**config.mk**
```make
export PLATFORM = sky130hd
export DESIGN_NAME = cache_window_ctrl
export DESIGN_NICKNAME = d
export VERILOG_FILES = /design/src/rtl/cache_win_pkg.sv /design/src/rtl/cache_window_ctrl_win_clip.sv /design/src/rtl/cache_window_ctrl.sv
export SDC_FILE = /design/constraint.sdc
export NUM_CORES = 1
export LEC_CHECK = 0
export BUFFER_PORTS_ARGS = -buffer_cell sky130_fd_sc_hd__buf_4
export CAP_MARGIN = 25
export CORE_UTILIZATION = 50
export CTS_BUF_LIST = sky130_fd_sc_hd__clkbuf_16
export DETAILED_ROUTE_END_ITERATION = 10
export PLACE_DENSITY_LB_ADDON = 0.15
export SETUP_SLACK_MARGIN = 0.02
export SYNTH_ARGS = -nofsm -noshare
export SYNTH_HDL_FRONTEND = slang
export SYNTH_SLANG_ARGS = --single-unit
export TNS_END_PERCENT = 5
```
**constraint.sdc**
```tcl
create_clock -name p_clk -period 17.75 [get_ports p_clk]
set_input_delay 0.8875 -clock p_clk [delete_from_list [all_inputs] [get_ports p_clk]]
set_output_delay 0.8875 -clock p_clk [all_outputs]
set_load 0.01 [all_outputs]
```
**src/rtl/cache_win_pkg.sv**
```systemverilog
// cache_win_pkg: shared FSM state, per-axis clip result and nominal cache sizing
package cache_win_pkg;
  localparam int CLIP_W = 16;
  typedef enum logic [1:0] {IDLE, CLIP, FETCH, DONE} cw_state_t;
  typedef struct packed {
    logic [CLIP_W-1:0] lo;
    logic [CLIP_W-1:0] len;
    logic [CLIP_W-1:0] off;
    logic              empty;
  } clip_axis_t;
  function automatic int nominal_size(input int log2_size);
    return 1 << log2_size;
  endfunction
  localparam int ADDR_SIZE_W_DEF = 5;
  localparam int ADDR_SIZE_H_DEF = 5;
  localparam int CW = nominal_size(ADDR_SIZE_W_DEF);
  localparam int CH = nominal_size(ADDR_SIZE_H_DEF);
endpackage

```
**src/rtl/cache_window_ctrl_win_clip.sv**
```systemverilog
// win_clip: clips one signed window axis against [0, limit) and reports origin, length and offset
module win_clip
  import cache_win_pkg::*;
#(
  parameter int COORD_W = 12
) (
  input  logic signed [COORD_W+1:0] coord,
  input  logic signed [COORD_W+1:0] size,
  input  logic signed [COORD_W+1:0] limit,
  output clip_axis_t                axis
);
  logic signed [COORD_W+1:0] lo, hi, end_pos;
  assign end_pos    = coord + size;
  assign lo         = coord < 0 ? '0 : coord;
  assign hi         = end_pos > limit ? limit : end_pos;
  assign axis.empty = hi <= lo;
  assign axis.lo    = CLIP_W'(lo);
  assign axis.len   = axis.empty ? '0 : CLIP_W'(hi - lo);
  assign axis.off   = axis.empty ? '0 : CLIP_W'(lo - coord);
endmodule

```
**src/rtl/cache_window_ctrl.sv**
```systemverilog
// cache_window_ctrl: clips a signed window request and fills the cache over Wishbone; CACHE_HIT_SKIP_EN skips refetch of an unchanged window
module cache_window_ctrl
  import cache_win_pkg::*;
#(
  parameter int IM_WIDTH    = 640,
  parameter int IM_HEIGHT   = 480,
  parameter int DATA_SIZE   = 32,
  parameter int ADDR_SIZE_W = ADDR_SIZE_W_DEF,
  parameter int ADDR_SIZE_H = ADDR_SIZE_H_DEF,
  parameter int COORD_W     = 12
) (
  input  logic                               p_clk,
  input  logic                               p_resetn,
  input  logic                               req_valid,
  output logic                               req_ready,
  input  logic signed [COORD_W-1:0]          req_x,
  input  logic signed [COORD_W-1:0]          req_y,
  input  logic [31:0]                        im_addr_I,
  output logic                               cache_rdy,
  output logic                               cache_empty,
  output logic [COORD_W-1:0]                 cache_x,
  output logic [COORD_W-1:0]                 cache_y,
  output logic [ADDR_SIZE_W:0]               cache_w,
  output logic [ADDR_SIZE_H:0]               cache_h,
  output logic [ADDR_SIZE_W:0]               decalage_w,
  output logic [ADDR_SIZE_H:0]               decalage_h,
  input  logic [31:0]                        p_wb_DAT_I,
  input  logic                               p_wb_ACK_I,
  output logic                               p_wb_STB_O,
  output logic                               p_wb_CYC_O,
  output logic                               p_wb_LOCK_O,
  output logic                               p_wb_WE_O,
  output logic [3:0]                         p_wb_SEL_O,
  output logic [31:0]                        p_wb_ADR_O,
  output logic [DATA_SIZE-1:0]               pixels_out,
  output logic [ADDR_SIZE_W+ADDR_SIZE_H-1:0] ram_addr,
  output logic                               w_e
);
  localparam int NW  = nominal_size(ADDR_SIZE_W);
  localparam int NH  = nominal_size(ADDR_SIZE_H);
  localparam int CWW = COORD_W + 2;
  cw_state_t state, state_nx;
  logic signed [COORD_W-1:0] req_x_q, req_y_q;
  logic [31:0] base_q, pix_idx, fetch_addr;
  logic [ADDR_SIZE_W:0] col;
  logic [ADDR_SIZE_H:0] row;
  logic [ADDR_SIZE_W-1:0] col_ram;
  logic [ADDR_SIZE_H-1:0] row_ram;
  clip_axis_t clip_x, clip_y;
  logic accept, fetch, ack, last_col, last_row, empty_any, skip;
  assign accept     = req_valid && req_ready;
  assign fetch      = state == FETCH;
  assign ack        = fetch && p_wb_ACK_I;
  assign last_col   = col == cache_w - (ADDR_SIZE_W+1)'(1);
  assign last_row   = row == cache_h - (ADDR_SIZE_H+1)'(1);
  assign empty_any  = clip_x.empty || clip_y.empty;
  assign col_ram    = ADDR_SIZE_W'(col + decalage_w);
  assign row_ram    = ADDR_SIZE_H'(row + decalage_h);
  assign pix_idx    = (32'(cache_y) + 32'(row)) * 32'(IM_WIDTH) + 32'(cache_x) + 32'(col);
  assign fetch_addr = base_q + (pix_idx << 2);
  win_clip #(.COORD_W(COORD_W)) u_clip_x (
    .coord (CWW'(req_x_q)),
    .size  (CWW'(NW)),
    .limit (CWW'(IM_WIDTH)),
    .axis  (clip_x)
  );
  win_clip #(.COORD_W(COORD_W)) u_clip_y (
    .coord (CWW'(req_y_q)),
    .size  (CWW'(NH)),
    .limit (CWW'(IM_HEIGHT)),
    .axis  (clip_y)
  );
`ifdef CACHE_HIT_SKIP_EN
  logic hit_v;
  logic [COORD_W-1:0] hit_x, hit_y;
  logic [ADDR_SIZE_W:0] hit_w;
  logic [ADDR_SIZE_H:0] hit_h;
  logic [31:0] hit_base;
  assign skip = hit_v && COORD_W'(clip_x.lo) == hit_x && COORD_W'(clip_y.lo) == hit_y &&
                (ADDR_SIZE_W+1)'(clip_x.len) == hit_w && (ADDR_SIZE_H+1)'(clip_y.len) == hit_h &&
                base_q == hit_base;
  // remember the geometry of the last fill that ran to completion
  always_ff @(posedge p_clk or negedge p_resetn)
    if (!p_resetn) begin
      hit_v    <= 1'b0;
      hit_x    <= '0;
      hit_y    <= '0;
      hit_w    <= '0;
      hit_h    <= '0;
      hit_base <= '0;
    end else if (ack && last_col && last_row) begin
      hit_v    <= 1'b1;
      hit_x    <= cache_x;
      hit_y    <= cache_y;
      hit_w    <= cache_w;
      hit_h    <= cache_h;
      hit_base <= base_q;
    end
`else
  assign skip = 1'b0;
`endif
  // sample the request coordinates and image base on accept
  always_ff @(posedge p_clk or negedge p_resetn)
    if (!p_resetn) begin
      req_x_q <= '0;
      req_y_q <= '0;
      base_q  <= '0;
    end else if (accept) begin
      req_x_q <= req_x;
      req_y_q <= req_y;
      base_q  <= im_addr_I;
    end
  // publish the clip result at the end of CLIP; it holds until the next CLIP
  always_ff @(posedge p_clk or negedge p_resetn)
    if (!p_resetn) begin
      cache_empty <= 1'b0;
      cache_x     <= '0;
      cache_y     <= '0;
      cache_w     <= '0;
      cache_h     <= '0;
      decalage_w  <= '0;
      decalage_h  <= '0;
    end else if (state == CLIP) begin
      cache_empty <= empty_any;
      cache_x     <= COORD_W'(clip_x.lo);
      cache_y     <= COORD_W'(clip_y.lo);
      cache_w     <= empty_any ? '0 : (ADDR_SIZE_W+1)'(clip_x.len);
      cache_h     <= empty_any ? '0 : (ADDR_SIZE_H+1)'(clip_y.len);
      decalage_w  <= (ADDR_SIZE_W+1)'(clip_x.off);
      decalage_h  <= (ADDR_SIZE_H+1)'(clip_y.off);
    end
  // walk the visible area row by row, stepping only on an acknowledged beat
  always_ff @(posedge p_clk or negedge p_resetn)
    if (!p_resetn) begin
      row <= '0;
      col <= '0;
    end else if (state == CLIP) begin
      row <= '0;
      col <= '0;
    end else if (ack) begin
      col <= last_col ? '0 : col + (ADDR_SIZE_W+1)'(1);
      row <= last_col ? row + (ADDR_SIZE_H+1)'(1) : row;
    end
  // state register
  always_ff @(posedge p_clk or negedge p_resetn)
    if (!p_resetn) state <= IDLE;
    else state <= state_nx;
  // next state: accept starts a clip, clip either fetches or finishes at once
  always_comb begin
    state_nx = state;
    unique case (state)
      IDLE, DONE: state_nx = accept ? CLIP : state;
      CLIP:       state_nx = (empty_any || skip) ? DONE : FETCH;
      FETCH:      state_nx = (ack && last_col && last_row) ? DONE : FETCH;
      default:    state_nx = IDLE;
    endcase
  end
  // handshake, Wishbone master and cache write port
  always_comb begin
    req_ready   = state == IDLE || state == DONE;
    cache_rdy   = state == DONE;
    p_wb_CYC_O  = fetch;
    p_wb_STB_O  = fetch;
    p_wb_LOCK_O = fetch;
    p_wb_WE_O   = 1'b0;
    p_wb_SEL_O  = 4'hF;
    p_wb_ADR_O  = fetch ? fetch_addr : '0;
    w_e         = ack;
    pixels_out  = DATA_SIZE'(p_wb_DAT_I);
    ram_addr    = {row_ram, col_ram};
  end
endmodule

```
== Yosys cells after proc, flatten, opt, wreduce, memory -nomap -nowiden ==
Index checks and enable logic that the tools add are counted.
Widths: inputs -> output; s select.
Word-level totals
  register bits: 119
  output and inout port bits: 134
  logic and storage cells: 74
Cells by class
  reductions and logical operators: 11
  add/sub/neg operators: 16
  eq/ne operators: 6
  multiply operators: 1
  magnitude comparators: 6
  multiplexer cells: 21
Operators with widths (number)
  $mux 6: 12
  $mux 14: 4
  $add 32x27->32: 1
  $mux 32: 1
  $le 14x14->1: 2
  $add 12x7->13 const B: 2
  $add 24x6->25: 1
  $add 23x12->24: 1
  $lt 12x1->1 const B: 2
  $sub 6x6->6: 4
  $mul 13x3->16 const B: 1
  $gt 14x10->1 const B: 1
  $gt 14x11->1 const B: 1
  $add 12x6->13: 1
  $add 6x1->6 const B: 2
  $eq 6x6->1: 2
  $sub 6x1->6 const B: 2
  $add 5x5->5: 2
  $pmux 2 s3: 1
  $eq 2x2->1 const B: 2
  $logic_and 1x1->1: 4
  $reduce_bool 2->1: 2
  $eq 2x1->1 const B: 1
  $logic_not 2->1: 1
  other kinds (6): 8

== Logic depth before layout (Yosys ltp) ==
  depth after elaboration: 7
  gate-level depth with buffers: 25
  mapped depth without buffers: 25

== Modules after synthesis ==
A second synthesis with hierarchy kept.
Unflattened totals
  cells, all modules: 1580
  area total of the unflattened synthesis: 13324.0 um2
Modules (own cells, without submodules)
  cache_window_ctrl: cells an instance 886, sequential area each 2977.9 um2, times used 1, area an instance 8685.8 um2
  win_clip at u_clip_y: cells an instance 349, sequential area each 0.0 um2, times used 1, area an instance 2336.0 um2
  win_clip at u_clip_x: cells an instance 345, sequential area each 0.0 um2, times used 1, area an instance 2302.2 um2

== Least setup slack after synthesis ==
No wires, ideal clock.
  path kind: reg-to-output
  from: reg row[0]
  to: out p_wb_ADR_O[31]
  data arrival time: 5425 ps
  setup slack: 11437 ps
  stages on the path, launching flop included: 25
  cells stage by stage: dfrtp_1 ha_1 fa_1 a21o_1 a21oi_1 o21bai_1 a21oi_1 xnor2_1 ha_1 ha_1 o21ai_1 or4b_1 o2111ai_2 nand2_2 o31ai_4 nand4b_1 xor2_1 ha_1 nand3_1 inv_1 o2bb2ai_1 o21a_1 a311oi_4 o21ai_0 a21oi_1
Between the ends
  longest elaborated chain between the ends: 6
Ends and longest elaborated chain
  from (decl): line cache_window_ctrl.sv:46  | logic [ADDR_SIZE_H:0] row;
  from (signal assigned): line cache_window_ctrl.sv:142  | row <= last_col ? row + (ADDR_SIZE_H+1)'(1) : row;
  $add 12x6->13: line cache_window_ctrl.sv:59  | assign pix_idx = (32'(cache_y) + 32'(row)) * 32'(IM_WIDTH) + 32'(cache_x) + 32'(col);
  $mul 13x3->16: line cache_window_ctrl.sv:59
  $add 23x12->24: line cache_window_ctrl.sv:59
  $add 24x6->25: line cache_window_ctrl.sv:59
  $add 32x27->32: line cache_window_ctrl.sv:60  | assign fetch_addr = base_q + (pix_idx << 2);
  $mux 32: line cache_window_ctrl.sv:167  | p_wb_ADR_O = fetch ? fetch_addr : '0;
  to (decl): line cache_window_ctrl.sv:34  | output logic [31:0] p_wb_ADR_O,
Every way passes these cells.

== Final worst setup path ==
Same ends and word-level chain as after synthesis.

==> flow_metrics.env <==
export IMPL_outcome="finished, final reports clean"
export IMPL_die_h_um=144
export IMPL_yosysWarningCount=0
export IMPL_htree_levels=4
export IMPL_crit_arrival_ns=6.36
export IMPL_hold_depth=1
export IMPL_hold_buffers=0
export IMPL_synthCells=1124
export IMPL_final_cell_mix="158 x buf_4, 117 x dfrtp_1, 98 x ha_1, 81 x nand2_1"
export IMPL_grt_usage=0.233
export IMPL_grt_pass1_wl_mm=38.0
export IMPL_cts_resized=0
export IMPL_r2r_start="req_x_q[7]$_DFFE_PN0P_"
export IMPL_ir_drop_mv=0.101
export IMPL_cts_tree="done"
export IMPL_synthTopCellsByArea="dfrtp_1 29%, ha_1 12%, mux2_2 6.7%, xnor2_1 5.3%, xor2_1 3.7%"
export IMPL_port_buffers=154
export IMPL_drt_pass1_iter_count=6
export IMPL_cts_setup_buffers=0
export IMPL_fmax_ghz=0.138
export IMPL_clockBufferDepth=2
export IMPL_ys_ff_latch=117
export IMPL_whs_endpoint="base_q[0]$_DFFE_PN0P_"
export IMPL_synth_largest_area_cell="dfrtp_1"
export IMPL_hold_ws_ns=0.503
export IMPL_rrSetupSlack_ns=12.68
export IMPL_cts_sinks=117
export IMPL_wl_per_cell_um=15.9
export IMPL_antenna_found_initial=0
export IMPL_first_global_vias=7742
export IMPL_slowest_stage="or4b_1"
export IMPL_gp_congestion=0.897
export IMPL_final_common_cell="buf_4"
export IMPL_hold_violations=0
export IMPL_synth_top_cell_area_share=0.289
export IMPL_clock_skew_ns=0.00626
export IMPL_area_growth_syn_to_layout_pct=15.8
export IMPL_antenna_cells=0
export IMPL_routed_wl_mm=23.9
export IMPL_drtIter0Drc=319
export IMPL_numCtsBuffers=17
export IMPL_met1_length_mm=11.2
export IMPL_min_from="base_q[0]$_DFFE_PN0P_"
export IMPL_tns_ns=0
export IMPL_routed_via_density=5.48
export IMPL_p_per_area_nw_per_um2=247
export IMPL_via_count=8248
export IMPL_required_ns=16.86
export IMPL_yosysSeqAreaShare=0.289
export IMPL_drive_gt1_frac=0.217
export IMPL_rows=51
export IMPL_cp_max_fo=8
export IMPL_reg2reg_depth=19
export IMPL_grt_max_degree=83
export IMPL_critical_path_max_stage_delay_ns=0.49
export IMPL_cts_root_buf="clkbuf_16"
export IMPL_die_w_um=144
export IMPL_async_flop_share=1.00
export IMPL_clk_insertion_delay_late_ns=0.42
export IMPL_critical_path_class="flop to output pin"
export IMPL_layout_min_cycle_time_ns=7.25
export IMPL_rsz0062_at_grt="false"
export IMPL_finalSetupViolCount=0
export IMPL_maxCapViolCount=0
export IMPL_synthFlopType="dfrtp_1"
export IMPL_finalCritPeriodShare=0.408
export IMPL_worstSetupStartpointType="flop"
export IMPL_io_pins=226
export IMPL_syn_area_per_cell_um2=9.02
export IMPL_top_layer="met4"
export IMPL_dr_wl_met3_mm=1.24
export IMPL_reg2reg_to="state[0]$_DFFE_PN0P_"
export IMPL_synth_cell_type_count=77
export IMPL_critical_path_most_common_cell="ha_1"
export IMPL_slew_viol_final=0
export IMPL_core_um2=19700
export IMPL_netlist_area_um2=10100
export IMPL_ant_nets=0
export IMPL_dp_hpwl_mm=18.4
export IMPL_start_util=0.516
export IMPL_grt_ovfl_total=0
export IMPL_p_leak_nw=5.58
export IMPL_worstMarginPinSlew_ns=1.03
export IMPL_hold_class="flop to flop"
export IMPL_synth_edf_count=0
export IMPL_fin_nets=1430
export IMPL_wl_met2_mm=11.1
export IMPL_crit_path_end_kind="output pin"
export IMPL_slew_headroom=0.313
export IMPL_design_die_area_um2=20900
export IMPL_drcViolationCount=0
export IMPL_cts_clk_slew_worst_paths_ns=0.05
## registers in the layout, summed over array words and instances (netlist names)
register,count
req_y_q,12
cache_w,6
col,6
decalage_h,6
cache_y,11
req_x_q,12
decalage_w,6
state,2
cache_h,6
base_q,32
row,6
cache_empty,1
cache_x,11
## worst max-delay path, delay by kind of cell (launching register included)
family	cells	cell delay, ns
buffers and inverters	2	0.25
AND/OR/NAND/NOR	4	0.92
flip-flops	1	0.45
XOR/XNOR	2	0.36
AO/OA/AOI/OAI	12	2.33
adder cells (fa/ha/maj)	5	1.65
## power breakdown
group,total (mW),switching [mW],internal [mW]
clock,0.304,0.119,0.184
sequential,0.518,0.139,0.378
combinational,2.08,1.12,0.952
total,2.90,1.38,1.51
## synth_stat cells, drive strengths merged (8+ instances only)
| cell type | n |
|---|---|
| a211oi | 17 |
| mux2i | 26 |
| nor2b | 16 |
| xnor2 | 61 |
| nor3 | 12 |
| fa | 8 |
| o31ai | 8 |
| o21ai | 48 |
| xor2 | 43 |
| dfrtp | 117 |
| a21oi | 53 |
| clkbuf | 28 |
| and2 | 20 |
| ha | 99 |
| nand2b | 23 |
| nand4 | 8 |
| and3 | 11 |
| nor2 | 77 |
| or3 | 12 |
| inv | 74 |
| nand2 | 83 |
| buf | 48 |
| mux2 | 60 |
| nand3 | 39 |
| o22ai | 15 |
| a21o | 29 |
## logic make-up after synthesis
group	count (synthesis)	synth area share
buf+inv	150	0.0717
fa+ha+maj	107	0.138
simple gates	322	0.156
mux	86	0.0923
flops	117	0.289
other cells	2	0.000741
xor+xnor	104	0.0898
compound gates	236	0.163
## final cells by class
| type | count | area (µm²) |
|---|---|---|
| tap | 265 | 332 |
| multi-input combinational | 863 | 6510 |
| clock buffer | 17 | 425 |
| inverter | 74 | 278 |
| clock inverter | 12 | 76.3 |
| timing repair buffer | 158 | 1190 |
| sequential | 117 | 2930 |
| fill | 1791 | 7920 |
## stage by stage
step | util | instance area, µm² | instances | total power [mW] | setup WS, ns
after global routing | 0.597 | 11700 | 1506 | 3.16 | 9.98
after CTS | 0.597 | 11700 | 1506 | 2.91 | 10.46
after detailed placement | 0.572 | 11200 | 1477 | 2.59 | 10.93
final | 0.597 | 11700 | 1506 | 2.90 | 10.50
after floorplan | - | 10200 | 1130 | 2.03 | 11.44
after global placement | 0.572 | 11200 | 1477 | 2.57 | 11.02
## layer usage
metal | up-vias | track usage
met5 | - | 0
met4 | 0 | 0.0681
met3 | 26 | 0.0397
met2 | 213 | 0.385
met1 | 3869 | 0.312
li1 | 4140 | -
## how the worst max path moves through the flow
| stage | cells past startpoint | end | startpoint | slack (ns) |
|---|---|---|---|---|
| 2_1_floorplan | 24 | p_wb_ADR_O[31] | row[0]$_DFFE_PN0P_ | 11.44 |
| 3_3_place_gp | 25 | p_wb_ADR_O[31] | row[0]$_DFFE_PN0P_ | 11.02 |
| 3_5_place_dp | 25 | p_wb_ADR_O[31] | row[0]$_DFFE_PN0P_ | 10.93 |
| 4_1_cts | 25 | p_wb_ADR_O[31] | row[0]$_DFFE_PN0P_ | 10.46 |
| 5_1_grt | 26 | p_wb_ADR_O[27] | row[0]$_DFFE_PN0P_ | 9.98 |
| 6_report | 25 | p_wb_ADR_O[31] | row[0]$_DFFE_PN0P_ | 10.50 |
No activity file was read; power rests on OpenSTA's default activity.
